<file path="config.mk">
export PLATFORM = sky130hd
export DESIGN_NAME = twos_to_signmag_serial_flat
export DESIGN_NICKNAME = d
export VERILOG_FILES = /design/src/rtl/twos_to_signmag_serial_if.sv /design/src/rtl/twos_to_signmag_serial.sv /design/src/flat_wrapper.sv
export SDC_FILE = /design/constraint.sdc
export NUM_CORES = 1
export LEC_CHECK = 0
export ABC_AREA = 0
export CORE_AREA = 2 2 89 91
export CTS_CLUSTER_DIAMETER = 60
export CTS_CLUSTER_SIZE = 14
export DETAILED_ROUTE_END_ITERATION = 8
export DIE_AREA = 0 0 91 93
export PLACE_DENSITY_LB_ADDON = 0.08
export SLEW_MARGIN = 20
export SYNTH_ARGS = -nofsm -noshare
export SYNTH_HDL_FRONTEND = slang
export SYNTH_SLANG_ARGS = --single-unit
</file>
<file path="constraint.sdc">
create_clock -name clk -period 2 [get_ports clk]
set_input_delay 0.4 -clock clk [delete_from_list [all_inputs] [get_ports clk]]
set_output_delay 0.4 -clock clk [all_outputs]
set_load 0.02 [all_outputs]
</file>
<file path="src/rtl/twos_to_signmag_serial_if.sv">
// Valid/ready channel pair for the serial two's-complement to sign-magnitude converter.
// The converter takes the slave view; whoever feeds it and drains it takes the master view.
interface twos_to_signmag_serial_if #(
    parameter int WIDTH = 32
);
    logic             in_valid;
    logic             in_ready;
    logic [WIDTH-1:0] d_in;
    logic             out_valid;
    logic             out_ready;
    logic             sign;
    logic [WIDTH-1:0] mag;
    logic             min_neg;

    modport slave (
        input  in_valid,
        input  d_in,
        input  out_ready,
        output in_ready,
        output out_valid,
        output sign,
        output mag,
        output min_neg
    );

    modport master (
        output in_valid,
        output d_in,
        output out_ready,
        input  in_ready,
        input  out_valid,
        input  sign,
        input  mag,
        input  min_neg
    );
endinterface

</file>
<file path="src/rtl/twos_to_signmag_serial.sv">
// Multi-cycle two's-complement to sign-magnitude converter. Negative words are negated
// LSB-first with the copy-until-first-one-then-invert rule; non-negative words bypass.
module twos_to_signmag_serial #(
    parameter int WIDTH = 32
) (
    input  logic                     clk,
    input  logic                     reset,
    twos_to_signmag_serial_if.slave  bus
);
    localparam int CW = (WIDTH > 2) ? $clog2(WIDTH) : 1;
    localparam logic [WIDTH-1:0] MIN_NEG_WORD = {1'b1, {(WIDTH-1){1'b0}}};

    typedef enum logic [1:0] {
        IDLE  = 2'd0,
        SHIFT = 2'd1,
        DONE  = 2'd2
    } state_t;

    state_t           state_q,     state_d;
    logic [WIDTH-1:0] shift_q,     shift_d;
    logic [CW-1:0]    cnt_q,       cnt_d;
    logic             seen_one_q,  seen_one_d;
    logic             out_valid_q, out_valid_d;
    logic             sign_q,      sign_d;
    logic [WIDTH-1:0] mag_q,       mag_d;
    logic             min_neg_q,   min_neg_d;

    logic             in_ready;
    logic             accept;
    logic             serial_bit;
    logic [WIDTH-1:0] shift_next;

    // Held low during reset so no word can be taken on a reset edge.
    assign in_ready   = (state_q == IDLE) && !reset;
    assign accept     = bus.in_valid && in_ready;

    // Bits up to and including the first one pass through; every later bit inverts.
    assign serial_bit = seen_one_q ? ~shift_q[0] : shift_q[0];
    assign shift_next = {serial_bit, shift_q[WIDTH-1:1]};

    always_comb begin
        state_d     = state_q;
        shift_d     = shift_q;
        cnt_d       = cnt_q;
        seen_one_d  = seen_one_q;
        out_valid_d = out_valid_q;
        sign_d      = sign_q;
        mag_d       = mag_q;
        min_neg_d   = min_neg_q;

        case (state_q)
            IDLE: begin
                if (accept) begin
                    sign_d    = bus.d_in[WIDTH-1];
                    min_neg_d = (bus.d_in == MIN_NEG_WORD);
                    if (bus.d_in[WIDTH-1]) begin
                        shift_d    = bus.d_in;
                        cnt_d      = CW'(WIDTH - 1);
                        seen_one_d = 1'b0;
                        state_d    = SHIFT;
                    end else begin
                        mag_d       = bus.d_in;
                        out_valid_d = 1'b1;
                        state_d     = DONE;
                    end
                end
            end

            SHIFT: begin
                shift_d    = shift_next;
                seen_one_d = seen_one_q | shift_q[0];
                cnt_d      = cnt_q - CW'(1);
                if (cnt_q == '0) begin
                    mag_d       = shift_next;
                    out_valid_d = 1'b1;
                    state_d     = DONE;
                end
            end

            DONE: begin
                if (bus.out_ready) begin
                    out_valid_d = 1'b0;
                    state_d     = IDLE;
                end
            end

            default: begin
                out_valid_d = 1'b0;
                state_d     = IDLE;
            end
        endcase
    end

    always_ff @(posedge clk) begin
        if (reset) begin
            state_q     <= IDLE;
            shift_q     <= '0;
            cnt_q       <= '0;
            seen_one_q  <= 1'b0;
            out_valid_q <= 1'b0;
            sign_q      <= 1'b0;
            mag_q       <= '0;
            min_neg_q   <= 1'b0;
        end else begin
            state_q     <= state_d;
            shift_q     <= shift_d;
            cnt_q       <= cnt_d;
            seen_one_q  <= seen_one_d;
            out_valid_q <= out_valid_d;
            sign_q      <= sign_d;
            mag_q       <= mag_d;
            min_neg_q   <= min_neg_d;
        end
    end

    assign bus.in_ready  = in_ready;
    assign bus.out_valid = out_valid_q;
    assign bus.sign      = sign_q;
    assign bus.mag       = mag_q;
    assign bus.min_neg   = min_neg_q;
endmodule

</file>
<file path="src/flat_wrapper.sv">
// flat-port wrapper written by rule: the top's interface ports become plain ports
module twos_to_signmag_serial_flat 
#(
    parameter int WIDTH = 32
)
  (clk, reset, bus_in_valid, bus_d_in, bus_out_ready, bus_in_ready, bus_out_valid, bus_sign, bus_mag, bus_min_neg);
  twos_to_signmag_serial_if #(.WIDTH(WIDTH)) bus_i ();
  input  logic clk;
  input  logic reset;
  input wire logic [$bits(bus_i.in_valid)-1:0] bus_in_valid;
  input wire logic [$bits(bus_i.d_in)-1:0] bus_d_in;
  input wire logic [$bits(bus_i.out_ready)-1:0] bus_out_ready;
  output wire logic [$bits(bus_i.in_ready)-1:0] bus_in_ready;
  output wire logic [$bits(bus_i.out_valid)-1:0] bus_out_valid;
  output wire logic [$bits(bus_i.sign)-1:0] bus_sign;
  output wire logic [$bits(bus_i.mag)-1:0] bus_mag;
  output wire logic [$bits(bus_i.min_neg)-1:0] bus_min_neg;
  assign bus_i.in_valid = bus_in_valid;
  assign bus_i.d_in = bus_d_in;
  assign bus_i.out_ready = bus_out_ready;
  assign bus_in_ready = bus_i.in_ready;
  assign bus_out_valid = bus_i.out_valid;
  assign bus_sign = bus_i.sign;
  assign bus_mag = bus_i.mag;
  assign bus_min_neg = bus_i.min_neg;
  twos_to_signmag_serial #(.WIDTH(WIDTH)) u_core (.clk(clk), .reset(reset), .bus(bus_i));
endmodule
</file>
==> reports/qor.yml <==
synth.distinct_cells: 35
synth-xor-area-share_pct: 0
grt_antenna_before_repair: 0
netlist_area_um2: 3260
grt_util_met1_pct: 26.3
drv_slew: 0
reg2reg_to: "u_core.bus.mag[17]"
fin_util_pct: 59.9
r2r_slack_ns: 0.09
finalPower_mw: 3.73
synth_area_leaders: "dfxtp_1 46%, a211oi_2 11%, mux2i_1 9.8%, a211oi_1 8.5%, nor2_1 8.3%"
setup_violations: 0
gr-usage-all-layers_pct: 19.2
synth_flop_cell: "dfxtp_1"
cts_tree: "built"
vias: 2701
worst-endpoint-required_ns: 2.25
synth_fa_ha_area_share_pct: 0.769
slew_headroom_pct: 49.5
holdWs_ns: 0.403
gr-usage-met2_pct: 30.6
drt_iter0_drc: 111
start_kind: "input pin"
diodes: 0
cts_buffer_depth: 2
drive_above_1_share_pct: 19.9
path_max_fanout: 13
crit_end: "u_core.bus.mag[17]"
max_clock_freq_mhz: 522
powerDensity_nw_per_um2: 828
floorplan.initialDensity_pct: 43.3
period_minus_slack_ns: 1.92
ioPinCount: 72
root_buffer: "clkbuf_8"
busiest_layer: "met2"
clk_pin_slew_ns: 0.07
hp-class: "input pin to flip-flop"
use_met3_pct: 4.11
synth.most_common_cell: "dfxtp_1"
worst_setup_path_end_kind: "flip-flop"
path_cells: "clkdlybuf4s50_1 -> or4b_4 -> o32ai_4 -> buf_6 -> buf_12 -> nor2_1 -> a211oi_2"
grt_overflow: 0
clock_sinks: 75
port-buffer-count: 71
synthMuxAreaShare_pct: 9.84
drt-total-wl_um: 8060
p_leak_nw: 1.73
arrival_ns: 2.16
yosysTopAreaCell: "dfxtp_1"
ctsHoldBuffers: 0
rows: 32
yosys.area.top_type_share_pct: 46.1
syn_area_per_cell_um2: 9.90
status: "finished clean"
tns_ns: 0
crit_path_start: "bus_in_valid"
peakVddDrop_uv: 389
ys_warn_count: 0
finalHoldViolations: 0
area_delta_synth_final_pct: 38.4
grt_max_degree: 61
drv_cap: 0
ys_ff_latch: 75
r2r-start: "u_core.cnt_q[1]"
yosysSeqAreaShare_pct: 46.1
synth_edf_count: 0
grt_pass1_vias: 2625
syn-num-nets: 367
cts_max_level: 3
clock_skew_ns: 0.00561
wl_per_cell_um: 15.5
worstSetupPathType: "input pin to flip-flop"
worst-r2r-cell-count: 8
ant_nets: 0
finalCritPeriodShare_pct: 95.8
synth-simple-area-share_pct: 15.3
drc: 0
worstMarginPinSlew_ns: 0.758
core_um2: 7530
firstDrtPassIters: 4
max_stage_delay_ns: 0.50
globalplace.congestion: 0.851
cpMaxStageDelayCell: "or4b_4"
synth_common_cells: "75 x dfxtp_1, 72 x nor2_1, 37 x a211oi_1, 32 x mux2i_1, 28 x a211oi_2"
fillCellCount: 696
synthArstFlopShare_pct: 0
dp_hpwl_um: 5300
die_area_um2: 8460
grt_pass1_wl_um: 13100
cts_buffers: 9
vias_per_cell: 5.20
synth_compound_area_share_pct: 22.5
synth_top_family_by_area: "compound AO/OA/AOI/OAI gates"
fin_nets: 451
die_w_um: 91
die_y_um: 93
syn_inst: 329
clk_latency_ns: 0.33
-- cell type report --
cell class	count	area, um^2	area share (%)
Inverter	6	22.5	0.500
Multi-Input combinational cell	220	1610	35.7
Timing Repair Buffer	101	1050	23.3
Clock buffer	13	159	3.53
Tap cell	102	128	2.83
Clock inverter	2	35.0	0.778
Sequential cell	75	1500	33.4
-- timing repair --
action | in CTS | in global routing
buffers inserted | 3 | 1
pin swaps | 1 | 3
resized for setup | 5 | 10
gates cloned | 2 | 1
endpoints found under the setup margin | 28 | 33
-- cell families after synthesis --
kind of cell | Yosys count
simple gates | 107
compound gates | 79
flops | 75
buf+inv | 34
mux | 32
fa+ha+maj | 2
-- critical path, delay by kind of cell --
kind / cells / cell delay (ns)
buffers and inverters: 3 / 0.79
AOI/OAI and AO/OA: 2 / 0.41
and+or+nand+nor: 2 / 0.57
-- flip-flops by register name, indices dropped and copies added, names as in the netlist --
signal / cells
u_core.bus.sign: 1
u_core.bus.min_neg: 1
u_core.state_q: 2
u_core.bus.out_valid: 1
u_core.shift_q: 32
u_core.bus.mag: 32
u_core.cnt_q: 5
u_core.seen_one_q: 1
-- layout by cell type, fill, tap and decap left out, types with 5 or more instances in the layout --
cell type        Yosys  routed
a211oi_1            37      36
nor3_1               6       6
a21oi_1              6       5
nor4_1               6       6
a211oi_2            28      29
clkbuf_8             0      11
buf_4                4      20
mux2i_1             32      32
clkdlybuf4s50_1      0      69
nor2_1              72      72
dfxtp_1             75      73
-- per-layer routing --
metal / up-vias / part of all wire, % / wire length, um
li1: 1366 / - / -
met1: 1270 / 47 / 3790
met2: 60 / 48 / 3870
met3: 5 / 4.2 / 337
met4: 0 / 0.87 / 70
met5: - / 0 / 0
-- worst min path at each step --
stage	startpoint	to	slack (ns)	cells past startpoint
floorplan	u_core.cnt_q[2]	u_core.cnt_q[2]	0.45	1
finish	reset	u_core.cnt_q[4]	0.40	3
CTS	reset	u_core.cnt_q[4]	0.39	3
detailed placement	u_core.bus.min_neg	u_core.bus.min_neg	0.48	2
global route	reset	u_core.cnt_q[4]	0.41	3
global placement	u_core.cnt_q[3]	u_core.cnt_q[3]	0.47	2
-- metrics by stage --
step	cells	worst slack (ns)	cell area (um^2)
6_report	519	0.0842	4510
5_1_grt	519	-0.0394	4510
4_1_cts	518	-0.00538	4450
3_5_place_dp	498	-0.261	4160
3_3_place_gp	498	-0.215	4160
2_1_floorplan	329	0.0714	3260
-- where the power goes --
part,total [mW],leakage (nW),switching [mW],internal [mW]
clock,1.16,0.0995,0.520,0.638
sequential,1.70,0.614,0.0717,1.62
combinational,0.875,1.02,0.444,0.431
total,3.73,1.73,1.04,2.69
Note: power is estimated with default switching activity, not from simulation.
